### config.mk
export PLATFORM = sky130hd
export DESIGN_NAME = matrix_rom_streamer
export DESIGN_NICKNAME = d
export VERILOG_FILES = /design/src/rtl/matrix_pkg.sv /design/src/rtl/stream_fifo.sv /design/src/rtl/matrix_rom_streamer.sv
export SDC_FILE = /design/constraint.sdc
export NUM_CORES = 1
export LEC_CHECK = 0
export BUFFER_PORTS_ARGS = -buffer_cell sky130_fd_sc_hd__buf_2
export CAP_MARGIN = 25
export CELL_PAD_IN_SITES_DETAIL_PLACEMENT = 0
export CELL_PAD_IN_SITES_GLOBAL_PLACEMENT = 1
export CORE_ASPECT_RATIO = 0.5
export CORE_MARGIN = 4
export CORE_UTILIZATION = 49
export DETAILED_ROUTE_END_ITERATION = 6
export GPL_ROUTABILITY_DRIVEN = 0
export PLACE_DENSITY = 0.91
export SETUP_SLACK_MARGIN = 0.3
export SYNTH_ARGS = -nofsm -noshare
export SYNTH_HDL_FRONTEND = slang
export SYNTH_SLANG_ARGS = --single-unit
### constraint.sdc
create_clock -name clk -period 4.8 [get_ports clk]
set_input_delay 0.96 -clock clk [delete_from_list [all_inputs] [get_ports clk]]
set_output_delay 0.96 -clock clk [all_outputs]
set_load 0.005 [all_outputs]
### src/rtl/matrix_pkg.sv
// Shared constants, index-width helper and FSM state type for the matrix ROM streamer.
package matrix_pkg;

  localparam int unsigned DATA_WIDTH = 8;
  localparam int unsigned ROWS       = 32;
  localparam int unsigned COLS       = 32;
  localparam int unsigned ADDR_WIDTH = 10;
  localparam int unsigned FIFO_DEPTH = 4;

  function automatic int unsigned idx_width(input int unsigned n);
    return (n > 1) ? $clog2(n) : 1;
  endfunction

  localparam int unsigned ROW_WIDTH = idx_width(ROWS);
  localparam int unsigned COL_WIDTH = idx_width(COLS);

  typedef enum logic [1:0] {
    StIdle,
    StFetch,
    StDrain
  } state_e;

endpackage

### src/rtl/stream_fifo.sv
// Small synchronous FIFO with occupancy count; push while full is accepted only alongside a pop.
module stream_fifo #(
  parameter int unsigned WIDTH = 8,
  parameter int unsigned DEPTH = 4,
  localparam int unsigned PtrW = (DEPTH > 1) ? $clog2(DEPTH) : 1,
  localparam int unsigned CntW = $clog2(DEPTH + 1)
) (
  input  logic             clk,
  input  logic             rst_n,
  input  logic             push,
  input  logic [WIDTH-1:0] wdata,
  input  logic             pop,
  output logic [WIDTH-1:0] rdata,
  output logic [CntW-1:0]  count,
  output logic             full,
  output logic             empty
);

  logic [WIDTH-1:0] mem_q [DEPTH];
  logic [PtrW-1:0]  wr_ptr_q, rd_ptr_q;
  logic [CntW-1:0]  count_q;
  logic             do_push, do_pop;

  assign empty   = (count_q == '0);
  assign full    = (count_q == CntW'(DEPTH));
  assign do_pop  = pop && !empty;
  assign do_push = push && (!full || do_pop);
  assign rdata   = mem_q[rd_ptr_q];
  assign count   = count_q;

  function automatic logic [PtrW-1:0] ptr_inc(input logic [PtrW-1:0] p);
    return (p == PtrW'(DEPTH - 1)) ? '0 : p + 1'b1;
  endfunction

  always_ff @(posedge clk or negedge rst_n) begin
    if (!rst_n) begin
      for (int i = 0; i < DEPTH; i++) mem_q[i] <= '0;
      wr_ptr_q <= '0;
      rd_ptr_q <= '0;
      count_q  <= '0;
    end else begin
      if (do_push) begin
        mem_q[wr_ptr_q] <= wdata;
        wr_ptr_q        <= ptr_inc(wr_ptr_q);
      end
      if (do_pop) rd_ptr_q <= ptr_inc(rd_ptr_q);
      count_q <= count_q + CntW'(do_push) - CntW'(do_pop);
    end
  end

endmodule

### src/rtl/matrix_rom_streamer.sv
// Scans a ROWS x COLS coefficient ROM and streams it out with row/col tags and a last flag.
// Define MATRIX_TRANSPOSE_EN for a column-major scan (downstream sees the transpose).
module matrix_rom_streamer #(
  parameter int unsigned DATA_WIDTH = matrix_pkg::DATA_WIDTH,
  parameter int unsigned ROWS       = matrix_pkg::ROWS,
  parameter int unsigned COLS       = matrix_pkg::COLS,
  parameter int unsigned ADDR_WIDTH = matrix_pkg::ADDR_WIDTH,
  localparam int unsigned RowW      = matrix_pkg::idx_width(ROWS),
  localparam int unsigned ColW      = matrix_pkg::idx_width(COLS)
) (
  input  logic                  clk,
  input  logic                  rst_n,
  input  logic                  start,
  output logic                  busy,
  output logic                  done,
  output logic [ADDR_WIDTH-1:0] rom_addr,
  input  logic [DATA_WIDTH-1:0] rom_q,
  output logic [DATA_WIDTH-1:0] m_data,
  output logic [RowW-1:0]       m_row,
  output logic [ColW-1:0]       m_col,
  output logic                  m_last,
  output logic                  m_valid,
  input  logic                  m_ready
);

  import matrix_pkg::*;

  localparam int unsigned CntW = $clog2(FIFO_DEPTH + 1);

  state_e          state_q;
  logic [RowW-1:0] frow_q, frow_nxt, orow_q, orow_nxt;
  logic [ColW-1:0] fcol_q, fcol_nxt, ocol_q, ocol_nxt;
  logic            issue_q, rd_valid_q;
  logic [CntW-1:0] fifo_count;
  logic            fifo_empty, fifo_full;
  logic            credit, fetch_last, hs;
  logic [ADDR_WIDTH-1:0] fetch_addr;

  // Advance a (row, col) position one element along the scan order.
  function automatic logic [RowW+ColW-1:0] step(input logic [RowW-1:0] r,
                                                input logic [ColW-1:0] c);
    logic [RowW-1:0] rn;
    logic [ColW-1:0] cn;
    rn = r;
    cn = c;
`ifdef MATRIX_TRANSPOSE_EN
    if (r == RowW'(ROWS - 1)) begin
      rn = '0;
      cn = (c == ColW'(COLS - 1)) ? '0 : c + 1'b1;
    end else begin
      rn = r + 1'b1;
    end
`else
    if (c == ColW'(COLS - 1)) begin
      cn = '0;
      rn = (r == RowW'(ROWS - 1)) ? '0 : r + 1'b1;
    end else begin
      cn = c + 1'b1;
    end
`endif
    return {rn, cn};
  endfunction

  always_comb begin
    {frow_nxt, fcol_nxt} = step(frow_q, fcol_q);
    {orow_nxt, ocol_nxt} = step(orow_q, ocol_q);
  end

  assign fetch_addr = ADDR_WIDTH'(frow_nxt) * ADDR_WIDTH'(COLS) + ADDR_WIDTH'(fcol_nxt);
  assign fetch_last = (frow_nxt == RowW'(ROWS - 1)) && (fcol_nxt == ColW'(COLS - 1));

  // Registered counts only: a pop in this cycle does not free a slot until next cycle.
  assign credit = (32'(fifo_count) + 32'(issue_q) + 32'(rd_valid_q)) < FIFO_DEPTH;

  assign m_valid = !fifo_empty;
  assign hs      = m_valid && m_ready;
  assign busy    = (state_q != StIdle);
  assign m_row   = orow_q;
  assign m_col   = ocol_q;
  assign m_last  = (orow_q == RowW'(ROWS - 1)) && (ocol_q == ColW'(COLS - 1));

  always_ff @(posedge clk or negedge rst_n) begin
    if (!rst_n) begin
      state_q  <= StIdle;
      rom_addr <= '0;
      frow_q   <= '0;
      fcol_q   <= '0;
      issue_q  <= 1'b0;
      done     <= 1'b0;
    end else begin
      done    <= 1'b0;
      issue_q <= 1'b0;
      unique case (state_q)
        StIdle: begin
          if (start) begin
            state_q  <= (ROWS * COLS == 1) ? StDrain : StFetch;
            rom_addr <= '0;
            frow_q   <= '0;
            fcol_q   <= '0;
            issue_q  <= 1'b1;
          end
        end
        StFetch: begin
          if (credit) begin
            frow_q   <= frow_nxt;
            fcol_q   <= fcol_nxt;
            rom_addr <= fetch_addr;
            issue_q  <= 1'b1;
            if (fetch_last) state_q <= StDrain;
          end
        end
        StDrain: begin
          if (hs && m_last) begin
            state_q <= StIdle;
            done    <= 1'b1;
          end
        end
        default: state_q <= StIdle;
      endcase
    end
  end

  // Read pipeline flag and output-side position counters.
  always_ff @(posedge clk or negedge rst_n) begin
    if (!rst_n) begin
      rd_valid_q <= 1'b0;
      orow_q     <= '0;
      ocol_q     <= '0;
    end else begin
      rd_valid_q <= issue_q;
      if (hs) begin
        orow_q <= orow_nxt;
        ocol_q <= ocol_nxt;
      end
    end
  end

  stream_fifo #(
    .WIDTH (DATA_WIDTH),
    .DEPTH (FIFO_DEPTH)
  ) u_fifo (
    .clk   (clk),
    .rst_n (rst_n),
    .push  (rd_valid_q),
    .wdata (rom_q),
    .pop   (hs),
    .rdata (m_data),
    .count (fifo_count),
    .full  (fifo_full),
    .empty (fifo_empty)
  );

endmodule

# --- Yosys cells after proc, flatten, opt, wreduce, memory -nomap -nowiden ---
# Index checks and enable logic that the tools add are counted.
word_totals:
  regBits: 74
  in_bits: 12
  elab_cells: 96
classes:
  addsub: 11
  order_cmp: 4
  eq_ne: 15
  mux: 31
  n_bitwise: 2
  n_reduce_logical: 17
ops:
  columns: ["op", "count"]
  rows:
  - ["$mux W5", 8]
  - ["$bwmux W32", 1]
  - ["$eq A5 B5 Y1 const B", 6]
  - ["$mux W8", 3]
  - ["$add A5 B1 Y5 const B", 4]
  - ["$mux W10", 2]
  - ["$pmux W10 S2", 1]
  - ["$pmux W5 S2", 2]
  - ["$bmux W8 S2", 1]
  - ["$demux W8 S2", 1]
  - ["$mux W2", 6]
  - ["$add A10 B5 Y10", 1]
  - ["$ne A2 B2 Y1 const B", 4]
  - ["$logic_and A1 B1 Y1", 7]
  - ["$eq A2 B2 Y1 const B", 3]
  - ["$ge A3 B3 Y1 const B", 2]
  - ["$not A2 Y3", 2]
  - ["$pmux W2 S3", 1]
  - ["$add A4 B1 Y5", 1]
  - ["$lt A5 B3 Y1 const B", 1]
  - ["$add A2 B1 Y2 const B", 2]
  - ["$add A3 B1 Y4", 1]
  - ["$mux W1", 4]
  - ["$reduce_and A4 Y1", 1]
  - ["13 further kinds", 15]

# --- Logic depth before layout (Yosys ltp) ---
logic_depth:
  ltp_word: 8
  mapped_depth: 9
  mapped_depth_nobuf: 8

# --- By module ---
# Synthesis repeated with hierarchy kept, for this count alone.
hier_totals:
  cells_unflattened: 259
  hier_area_um2: 3275.6
modules_own_cells:
  columns: ["module", "instances", "cells_per_inst", "area_per_inst_um2", "seq_area_each_um2"]
  rows:
  - ["stream_fifo", 1, 115, 1810.5, 975.9]
  - ["matrix_rom_streamer", 1, 144, 1465.2, 625.6]

# --- Worst setup path after synthesis ---
# OpenSTA, ideal clock, no wires.
synth_path:
  path_type: "flip-flop to flip-flop"
  start: "reg rom_addr[5] (netlist name)"
  end: "reg state_q[1]"
  t_arrival_ns: 2.336
  t_required_ns: 4.735
  slack_ns: 2.400
  path_stages_with_launch: 9
  path_buffers: 0
  synth_period_minus_slack_ns: 2.400
  path_cell_list: "dfrtp_1 -> ha_1 -> and3_1 -> ha_1 -> nand2b_1 -> mux2_2 -> or4_1 -> nor4_1 -> a31o_2"
synth_rtl:
  columns: ["element", "line", "source"]
  rows:
  - ["end signal: assignment", "matrix_rom_streamer.sv:84", "state_q <= StIdle;"]
  - ["end signal: assignment", "matrix_rom_streamer.sv:96", "state_q <= (ROWS * COLS == 1) ? StDrain : StFetch;"]
  - ["end signal: assignment", "matrix_rom_streamer.sv:109", "if (fetch_last) state_q <= StDrain;"]
  - ["end: declaration", "matrix_rom_streamer.sv:30", "state_e state_q;"]

# --- Worst setup path after layout ---
layout_path:
  start: "reg u_fifo.rd_ptr_q[0]"
  end: "out m_data[2]"
layout_via:
  elab_chain_cells: 4
layout_rtl:
  columns: ["element", "line", "source"]
  rows:
  - ["start: declaration", "stream_fifo.sv:20", "logic [PtrW-1:0] wr_ptr_q, rd_ptr_q;"]
  - ["start signal: assignment", "stream_fifo.sv:46", "if (do_pop) rd_ptr_q <= ptr_inc(rd_ptr_q);"]
  - ["$not A2 Y3 (implied by the code)", "stream_fifo.sv:28", "assign rdata = mem_q[rd_ptr_q];"]
  - ["$bmux W8 S2", "stream_fifo.sv:28", null]
  - ["$mux W8 (implied by the code) (2 in series)", "stream_fifo.sv:28", null]
  - ["end: declaration", "matrix_rom_streamer.sv:18", "output logic [DATA_WIDTH-1:0] m_data,"]
# No other way between the ends. The select of a mux whose other input is x is not followed.

==> impl_metrics.json <==
{
  "die_x_um": 121,
  "hold_violations": 0,
  "nFillCells": 504,
  "io_buffers": 43,
  "syn_to_final_growth_pct": 19.4,
  "cts.clk_slew.worst_paths_ns": 0.06,
  "fmax_mhz": 362,
  "die_h_um": 64.4,
  "vias": 2145,
  "setup_tns_ns": 0,
  "htree_levels": 3,
  "ff2ff_setup_slack_ns": 2.16,
  "firstDrtPassIters": 4,
  "rsz0062_at_grt": "false",
  "synth_area_leaders": "dfrtp_1 51%, mux2_2 13%, ha_1 7.6%, mux4_2 5.8%, nand2_1 3.5%",
  "fin_nets": 333,
  "grt_max_degree": 40,
  "numCtsBuffers": 9,
  "maxSlewViolCount": 0,
  "path_class": "flop to output pin",
  "dp_hpwl_mm": 4.26,
  "floorplan.initialDensity": 0.511,
  "io_pins": 44,
  "dieArea_mm2": 0.00778,
  "worst_pin_slew_ns": 0.874,
  "powerDensity_mw_per_mm2": 668,
  "crit_required_ns": 3.84,
  "hp-class": "flop to flop",
  "worstHoldStart": "issue_q",
  "syn-num-nets": 285,
  "drt_iter0_drc": 107,
  "ys_warn_count": 0,
  "outcome": "complete, no violations",
  "max_cap_viol_count": 0,
  "dpl_worst_slack_ns": 2.07,
  "synth_commonest_cells": "64 x dfrtp_1, 36 x mux2_2, 29 x nand2_1, 19 x ha_1",
  "reg2reg_from": "rom_addr[0]",
  "synth.largest_area_cell": "dfrtp_1",
  "ant_nets": 0,
  "busiest_layer": "met2",
  "cts_setup_buffers": 0,
  "wirelength_mm": 6.21,
  "power.leakage_uw": 0.00178,
  "fp-row-count": 20,
  "diodes": 0,
  "synth_area_mm2": 0.00312,
  "synthCells": 253,
  "drc_errors": 0,
  "cts_buffer_depth": 2,
  "synth_cell_types": 40,
  "grt_overflow": 0,
  "setup_viol": 0,
  "cp-start-kind": "flop",
  "fin_cells": 394,
  "period_minus_slack_ns": 2.76,
  "cts_tree": "built",
  "clkLatencyLatePin_ns": 0.33,
  "syn_area_per_cell_um2": 12.3,
  "clock_skew_ns": 0.00906,
  "postCtsHoldBufs": 0,
  "antenna_found_initial": 0,
  "setup_slack_ns": 2.04,
  "ys_seq_area_frac": 0.513,
  "grt_use_met2": 0.298,
  "placed_cells": 378,
  "cts.repair.resized": 0,
  "fin_hold_ws_ns": 0.376,
  "grtUsageMet3": 0.0663,
  "ys_ff_latch": 64,
  "critPathCaptureType": "output pin",
  "core_mm2": 0.00611,
  "hold_end": "rd_valid_q",
  "async_flop_share": 1.00,
  "synth_edf_count": 0,
  "wl_per_cell_um": 15.8,
  "drive_gt1_frac": 0.356,
  "use_met1": 0.208,
  "vdd_drop_max_uv": 347,
  "viasPerCell": 5.44,
  "track_usage": 0.177,
  "crit_path_max_fanout": 11,
  "worstHoldPathCells": 0,
  "reg2reg_depth": 8,
  "grt_pass1_wl_mm": 10.6,
  "synth_ff_type": "dfrtp_1",
  "period_share": 0.575,
  "yosysMostFrequentCell": "dfrtp_1",
  "grt_pass1_vias": 2174,
  "synth.top_cell.area_share": 0.513,
  "arrival_ns": 1.80,
  "cts_sinks": 64,
  "r2r_end": "state_q[1]",
  "slew_headroom": 0.417,
  "root_buffer": "clkbuf_16"
}
state kept, by name, summed over array words and instances (netlist names):
name and cells:
u_fifo.wr_ptr_q 2, u_fifo.rd_ptr_q 2, rd_valid_q 1, m_row 5, u_fifo.mem_q 32, u_fifo.count 3, rom_addr 10, issue_q 1
state_q 2, m_col 5, done 1
per-layer routing:
| layer | wire length (um) | vias up | part of all wire |
|---|---|---|---|
| met5 | 0 | - | 0 |
| met4 | 61 | 0 | 0.0098 |
| met3 | 271 | 6 | 0.044 |
| met2 | 3160 | 39 | 0.51 |
| met1 | 2720 | 1080 | 0.44 |
| li1 | - | 1020 | - |
logic make-up (layout without fill, tap and decap cells):
group,Yosys count,after routing,synth area share
AOI/OAI and AO/OA,36,36,0.0762
xor gates and xnor gates,3,3,0.00843
adders and majority gates,20,20,0.0826
buffers and inverters,20,73,0.0245
DFF,64,64,0.513
muxes,44,44,0.188
and+or+nand+nor,66,66,0.107
where the power goes:
group / switching [uW] / total [uW] / internal [uW]
Combinational: 389 / 879 / 490
Clock: 235 / 652 / 417
Sequential: 188 / 957 / 769
metrics by stage:
stage	total power [uW]	cell area, um^2	utilization
3_5_place_dp	1860	3420	0.561
6_report	2490	3720	0.610
4_1_cts	2520	3720	0.610
2_1_floorplan	1560	3120	-
5_1_grt	2680	3720	0.610
3_3_place_gp	1790	3420	0.561
cell type report:
type	instances	area, um^2	share of cell area
flip-flops and latches	64	1600	0.430
repair buffers	44	223	0.0598
clock buffers	12	246	0.0662
clock inverters	4	53.8	0.0144
multi-input cells	169	1440	0.387
inverters	13	48.8	0.0131
well taps	88	110	0.0296
layout by cell type, fill, tap and decap left out, drive strengths merged, types with 6 or more instances in the layout:
master | Yosys | final
inv | 13 | 13
nand2 | 29 | 29
nor3 | 8 | 8
nor2 | 6 | 6
clkbuf | 6 | 12
a21oi | 6 | 6
ha | 19 | 19
mux4 | 8 | 8
mux2 | 36 | 36
buf | 1 | 44
o21ai | 13 | 13
dfrtp | 64 | 64
worst max-delay path, cell delays in order, from the launching register on:
cell	delay, ns
dfrtp_1	0.73
mux4_2	0.59
buf_2	0.14
how the worst max path moves through the flow:
| stage | startpoint | endpoint | slack [ns] | cells past startpoint |
|---|---|---|---|---|
| after CTS | u_fifo.rd_ptr_q[0] | m_data[2] | 1.98 | 2 |
| after detailed placement | m_ready | u_fifo.count[2] | 2.07 | 8 |
| after global routing | u_fifo.rd_ptr_q[0] | m_data[2] | 1.88 | 2 |
| after floorplan | rom_addr[5] | state_q[1] | 2.40 | 8 |
| after global placement | m_ready | u_fifo.count[2] | 2.14 | 8 |
| final | u_fifo.rd_ptr_q[0] | m_data[2] | 2.04 | 2 |
Note: power is estimated with default switching activity, not from simulation.
